===== src/rtl/bin8_bcd_scan_driver_if.sv =====
// Handshake and digit-bus bundle for the binary-to-BCD scan driver.
// The master side feeds values and watches the display bus.
// The slave side is the driver itself.
interface bin8_bcd_scan_driver_if;
    logic       in_valid;
    logic       in_ready;
    logic [7:0] in_value;
    logic [3:0] digit_data;
    logic [2:0] digit_en;
    logic       busy;

    modport master (
        output in_valid,
        output in_value,
        input  in_ready,
        input  digit_data,
        input  digit_en,
        input  busy
    );

    modport slave (
        input  in_valid,
        input  in_value,
        output in_ready,
        output digit_data,
        output digit_en,
        output busy
    );
endinterface


===== src/rtl/bin8_bcd_scan_driver.sv =====
// 8-bit binary to 3-digit BCD converter (sequential double-dabble) feeding a
// multiplexed seven-segment digit bus with active-low enables.
// The displayed value only changes on commit.
// The scanner runs freely and independently of the conversion engine.
module bin8_bcd_scan_driver #(
    parameter int unsigned REFRESH_DIV   = 50000,
    parameter bit          BLANK_LEADING = 1'b1
) (
    input  logic                         clk,
    input  logic                         rst_n,
    bin8_bcd_scan_driver_if.slave        bus
);

    localparam int unsigned CNT_W = (REFRESH_DIV > 1) ? $clog2(REFRESH_DIV) : 1;
    localparam logic [CNT_W-1:0] CNT_MAX = CNT_W'(REFRESH_DIV - 1);

    typedef enum logic [0:0] {
        IDLE = 1'b0,
        CONV = 1'b1
    } state_t;

    // One double-dabble iteration: add 3 to every BCD nibble >= 5, then shift left.
    function automatic logic [19:0] dd_step(input logic [19:0] w);
        logic [19:0] a;
        a = w;
        for (int n = 0; n < 3; n++) begin
            if (a[8 + 4*n +: 4] >= 4'd5) begin
                a[8 + 4*n +: 4] = a[8 + 4*n +: 4] + 4'd3;
            end else begin
                a[8 + 4*n +: 4] = a[8 + 4*n +: 4];
            end
        end
        return {a[18:0], 1'b0};
    endfunction

    state_t           state_q;
    logic [19:0]      work_q;
    logic [2:0]       iter_q;
    logic [11:0]      bcd_disp_q;
    logic [11:0]      bcd_disp_d;
    logic             in_ready_q;
    logic             busy_q;
    logic [CNT_W-1:0] cnt_q;
    logic [CNT_W-1:0] cnt_d;
    logic [1:0]       idx_q;
    logic [1:0]       idx_d;
    logic [3:0]       digit_data_q;
    logic [2:0]       digit_en_q;
    logic [3:0]       digit_data_d;
    logic [2:0]       digit_en_d;
    logic [19:0]      work_step_s;
    logic             commit_s;
    logic             wrap_s;
    logic             blank_s;

    assign work_step_s = dd_step(work_q);
    assign commit_s    = (state_q == CONV) && (iter_q == 3'd7);

    // Next displayed value: only the final iteration's result is ever committed.
    always_comb begin
        bcd_disp_d = bcd_disp_q;
        if (commit_s) begin
            bcd_disp_d = work_step_s[19:8];
        end else begin
            bcd_disp_d = bcd_disp_q;
        end
    end

    // Conversion FSM: handshake capture, eight shift iterations, commit.
    always_ff @(posedge clk) begin
        if (!rst_n) begin
            state_q    <= IDLE;
            work_q     <= 20'h00000;
            iter_q     <= 3'd0;
            bcd_disp_q <= 12'h000;
            in_ready_q <= 1'b1;
            busy_q     <= 1'b0;
        end else begin
            case (state_q)
                IDLE: begin
                    if (bus.in_valid && in_ready_q) begin
                        work_q     <= {12'h000, bus.in_value};
                        iter_q     <= 3'd0;
                        state_q    <= CONV;
                        in_ready_q <= 1'b0;
                        busy_q     <= 1'b1;
                    end
                end
                CONV: begin
                    work_q <= work_step_s;
                    iter_q <= iter_q + 3'd1;
                    if (commit_s) begin
                        bcd_disp_q <= bcd_disp_d;
                        state_q    <= IDLE;
                        in_ready_q <= 1'b1;
                        busy_q     <= 1'b0;
                    end
                end
                default: begin
                    state_q    <= IDLE;
                    in_ready_q <= 1'b1;
                    busy_q     <= 1'b0;
                end
            endcase
        end
    end

    // Scanner next state: refresh counter wrap advances the digit index 0->1->2->0.
    always_comb begin
        wrap_s = (cnt_q == CNT_MAX);
        cnt_d  = cnt_q;
        idx_d  = idx_q;
        if (wrap_s) begin
            cnt_d = {CNT_W{1'b0}};
            if (idx_q == 2'd2) begin
                idx_d = 2'd0;
            end else begin
                idx_d = idx_q + 2'd1;
            end
        end else begin
            cnt_d = cnt_q + {{(CNT_W-1){1'b0}}, 1'b1};
            idx_d = idx_q;
        end
    end

    // Digit selection and leading-zero blanking from next-state index and value,
    // so a commit coinciding with a slot change shows the new value at once.
    always_comb begin
        digit_data_d = 4'h0;
        digit_en_d   = 3'b111;
        blank_s      = 1'b0;
        case (idx_d)
            2'd0: begin
                digit_data_d = bcd_disp_d[3:0];
                digit_en_d   = 3'b110;
                blank_s      = 1'b0;
            end
            2'd1: begin
                digit_data_d = bcd_disp_d[7:4];
                digit_en_d   = 3'b101;
                blank_s      = BLANK_LEADING && (bcd_disp_d[11:8] == 4'h0)
                                             && (bcd_disp_d[7:4] == 4'h0);
            end
            2'd2: begin
                digit_data_d = bcd_disp_d[11:8];
                digit_en_d   = 3'b011;
                blank_s      = BLANK_LEADING && (bcd_disp_d[11:8] == 4'h0);
            end
            default: begin
                digit_data_d = 4'h0;
                digit_en_d   = 3'b111;
                blank_s      = 1'b1;
            end
        endcase
        if (blank_s) begin
            digit_data_d = 4'h0;
            digit_en_d   = 3'b111;
        end else begin
            digit_data_d = digit_data_d;
            digit_en_d   = digit_en_d;
        end
    end

    // Scanner state and registered digit bus; enable and data update together.
    always_ff @(posedge clk) begin
        if (!rst_n) begin
            cnt_q        <= {CNT_W{1'b0}};
            idx_q        <= 2'd0;
            digit_data_q <= 4'h0;
            digit_en_q   <= 3'b110;
        end else begin
            cnt_q        <= cnt_d;
            idx_q        <= idx_d;
            digit_data_q <= digit_data_d;
            digit_en_q   <= digit_en_d;
        end
    end

    assign bus.in_ready   = in_ready_q;
    assign bus.busy       = busy_q;
    assign bus.digit_data = digit_data_q;
    assign bus.digit_en   = digit_en_q;

endmodule

===== src/flat_wrapper.sv =====
// flat-port wrapper written by rule: the top's interface ports become plain ports
module bin8_bcd_scan_driver_flat 
#(
    parameter int unsigned REFRESH_DIV   = 50000,
    parameter bit          BLANK_LEADING = 1'b1
)
  (clk, rst_n, bus_in_valid, bus_in_value, bus_in_ready, bus_digit_data, bus_digit_en, bus_busy);
  bin8_bcd_scan_driver_if bus_i ();
  input  logic clk;
  input  logic rst_n;
  input wire logic [$bits(bus_i.in_valid)-1:0] bus_in_valid;
  input wire logic [$bits(bus_i.in_value)-1:0] bus_in_value;
  output wire logic [$bits(bus_i.in_ready)-1:0] bus_in_ready;
  output wire logic [$bits(bus_i.digit_data)-1:0] bus_digit_data;
  output wire logic [$bits(bus_i.digit_en)-1:0] bus_digit_en;
  output wire logic [$bits(bus_i.busy)-1:0] bus_busy;
  assign bus_i.in_valid = bus_in_valid;
  assign bus_i.in_value = bus_in_value;
  assign bus_in_ready = bus_i.in_ready;
  assign bus_digit_data = bus_i.digit_data;
  assign bus_digit_en = bus_i.digit_en;
  assign bus_busy = bus_i.busy;
  bin8_bcd_scan_driver #(.REFRESH_DIV(REFRESH_DIV), .BLANK_LEADING(BLANK_LEADING)) u_core (.clk(clk), .rst_n(rst_n), .bus(bus_i));
endmodule

===== config.mk =====
export PLATFORM = sky130hd
export DESIGN_NAME = bin8_bcd_scan_driver_flat
export DESIGN_NICKNAME = d
export VERILOG_FILES = /design/src/rtl/bin8_bcd_scan_driver_if.sv /design/src/rtl/bin8_bcd_scan_driver.sv /design/src/flat_wrapper.sv
export SDC_FILE = /design/constraint.sdc
export NUM_CORES = 1
export LEC_CHECK = 0
export BUFFER_PORTS_ARGS = -buffer_cell sky130_fd_sc_hd__buf_2
export CAP_MARGIN = 20
export CORE_UTILIZATION = 55
export DETAILED_ROUTE_END_ITERATION = 8
export PLACE_DENSITY = 0.73
export REMOVE_ABC_BUFFERS = 1
export SLEW_MARGIN = 25
export SYNTH_ARGS = -nofsm -noshare
export SYNTH_HDL_FRONTEND = slang
export SYNTH_SLANG_ARGS = --single-unit
export TNS_END_PERCENT = 20

===== constraint.sdc =====
create_clock -name clk -period 3.1 [get_ports clk]
set_input_delay 0.155 -clock clk [delete_from_list [all_inputs] [get_ports clk]]
set_output_delay 0.155 -clock clk [all_outputs]
set_load 0.05 [all_outputs]

==> results_dict.tcl <==
set metrics [dict create \
    ys_ff_latch 63 \
    timing.final.ws_setup_ns 0.906 \
    drive_above_1_share_pct 11.6 \
    fin_crit_sh_pct 70.8 \
    detail-route-antenna-nets 0 \
    fin_crit_ns 2.19 \
    cpLargestDelayFamily "simple AND/OR/NAND/NOR gates" \
    crit_path_start_kind "register" \
    async_flop_share_pct 0 \
    end_kind "register" \
    rows 26 \
    synth_area_um2 3100 \
    regArea_um2 1260 \
    worst_slew_pin_slew_ns 0.720 \
    clock.fmax_mhz 456 \
    synthTopCellsByArea "dfxtp_1 41%, mux2i_1 6.1%, nand2_1 4.6%" \
    irDropWorstVdd_v 0.000248 \
    routed_wl_um 5700 \
    synth_edf_count 0 \
    syn_avg_cell_area_um2 8.92 \
    yosys_warnings 0 \
    avgRoutedWirePerCell_um 13.2 \
    dpl.hpwl_um 3920 \
    grt_start_max_net_pins 27 \
    fin_hold_ws_ns 0.130 \
    firstDrtPassIters 4 \
    path_cells "nor4b_1 > nand4_1 > or3_1 > a21boi_1 > nand3b_1" \
    grt_pass1_wl_um 9860 \
    htree_num_levels 3 \
    finalSetupTns_ns 0 \
    crit_type "reg2reg" \
    status "complete, no violations" \
    post_cts_resized 0 \
    setup_viol 0 \
    drt_iter0_markers 124 \
    synth_top_area_share_pct 40.7 \
    drc 0 \
    hp-class "in2reg" \
    place_congestion 0.823 \
    grt.overflow.total 0 \
    antenna_found_initial 0 \
    cts.root.buffer_cell "clkbuf_8" \
    yosysSeqAreaShare_pct 40.7 \
    finalHoldViolations 0 \
    power.density_nw_per_um2 474 \
    cts_tree "done" \
    io_buffer_count 19 \
    via_per_inst 5.53 \
    clk_latency_ns 0.34 \
    yosysTopAreaCell "dfxtp_1" \
    cts_setup_buffers 0 \
    synthCells 347 \
    die_x_um 77.0 \
    clk_path_buf_depth 2 \
    cts_sinks 63 \
    ios 20 \
    post-place-ws_ns 0.941 \
    die-area_um2 5930 \
    multi_input_area_um2 1660 \
    cp_num_buf_inv 0 \
    maxSlewViolCount 0 \
    r2r_slack_ns 0.91 \
    cts_hold_buf 0 \
    vias 2394 \
    first_global_vias 2217 \
    fin_worst_skew_ns 0.00375 \
    cts_buffers 9 \
    initial_core_util_pct 58.7 \
    rsz0062_at_grt "false" \
    synth.distinct_cells 52 \
    crit_slowest_cell "or3_1" \
    diodes 0 \
    yosysMostFrequentCell "dfxtp_1" \
    finalPower_mw 1.58 \
    die_y_um 77.0 \
    core_area_um2 5270 \
    cp.arrival_ns 2.41 \
    synthFlopType "dfxtp_1" \
    syn_to_final_growth_pct 7.68 \
    slew_headroom_pct 51.9 \
    synth_commonest_cells "63 x dfxtp_1, 38 x nand2_1, 25 x o21ai_0, 23 x nor2_1" \
    layout.nets 380 \
    path_clk_slew_ns 0.06 \
    grt.total_usage_pct 21.3 \
    worst-path-max-fanout 11 \
    drv_cap 0 \
    fillCellCount 458 \
    required_ns 3.32 \
    slowest_delay_ns 0.52 \
    leakagePower_nw 1.27 \
]
worst reg2reg max path: stages, from the launching register on:
cell      delay [ns]
dfxtp_1         0.34
nor4b_1         0.44
nand4_1         0.45
or3_1           0.52
a21boi_1        0.22
nand3b_1        0.10
registers in the layout (all words and copies together), names as in the netlist:
signal	count
u_core.bcd_disp_q	12
u_core.bus.busy	1
u_core.bus.digit_data	4
u_core.bus.digit_en	3
u_core.bus.in_ready	1
u_core.cnt_q	16
u_core.idx_q	2
u_core.iter_q	3
u_core.state_q	1
u_core.work_q	20
metal layers:
metal	up-vias	track usage, %	part of all wire (%)
li1	1225	-	-
met3	6	7.14	4.3
met4	0	7.36	1.4
met1	1124	25.3	48
met5	-	0	0
met2	39	35.9	47
worst paths after layout:
kind	startpoint	end	cells past startpoint
max	u_core.cnt_q[13]	u_core.bus.digit_en[2]	5
min	bus_in_valid	u_core.bus.in_ready	4
max reg2reg	u_core.cnt_q[13]	u_core.bus.digit_en[2]	5
min reg2reg	u_core.cnt_q[0]	u_core.cnt_q[0]	1
cell type report:
cell class	instances	area share, %
sequential	63	37.8
inverter	8	0.901
multi-input combinational	257	49.8
clock buffer	14	5.48
tap	70	2.63
timing repair buffer	21	3.30
cell families after synthesis:
family,count (synthesis),synth area share [%]
compound gates,69,14.0
xor+xnor,16,4.53
fa+ha+maj,9,3.64
buf+inv,27,5.58
flops,63,40.7
mux,19,6.14
simple gates,144,25.4
cell usage in the layout, fill, tap and decap left out, drive strengths merged, types with 2 or more instances in the layout:
master  instances
mux2i          19
o31a            2
nand3           8
nand2          39
inv             8
ha              9
nor4bb          2
o21ai          25
nand2b          3
a21oi          17
dfxtp          63
xor2            5
or3             4
nand3b          2
nor2           23
a22oi           3
nor3b           9
a21o            2
nor3            6
and2           19
nor2b          14
clkbuf         14
and3            9
buf            21
xnor2          11
nor4b           2
a21boi          9
nand4           2
metrics by stage:
step / instance area [µm²] / util [%] / std cells
floorplan: 2950 / - / 328
global placement: 3150 / 59.8 / 419
detailed placement: 3150 / 59.8 / 419
CTS: 3330 / 63.2 / 433
global route: 3330 / 63.2 / 433
finish: 3330 / 63.2 / 433
power breakdown:
group,internal [mW],switching [mW]
Sequential,0.825,0.0142
Clock,0.369,0.285
Combinational,0.0351,0.0510
Note: power is estimated with default switching activity, not from simulation.
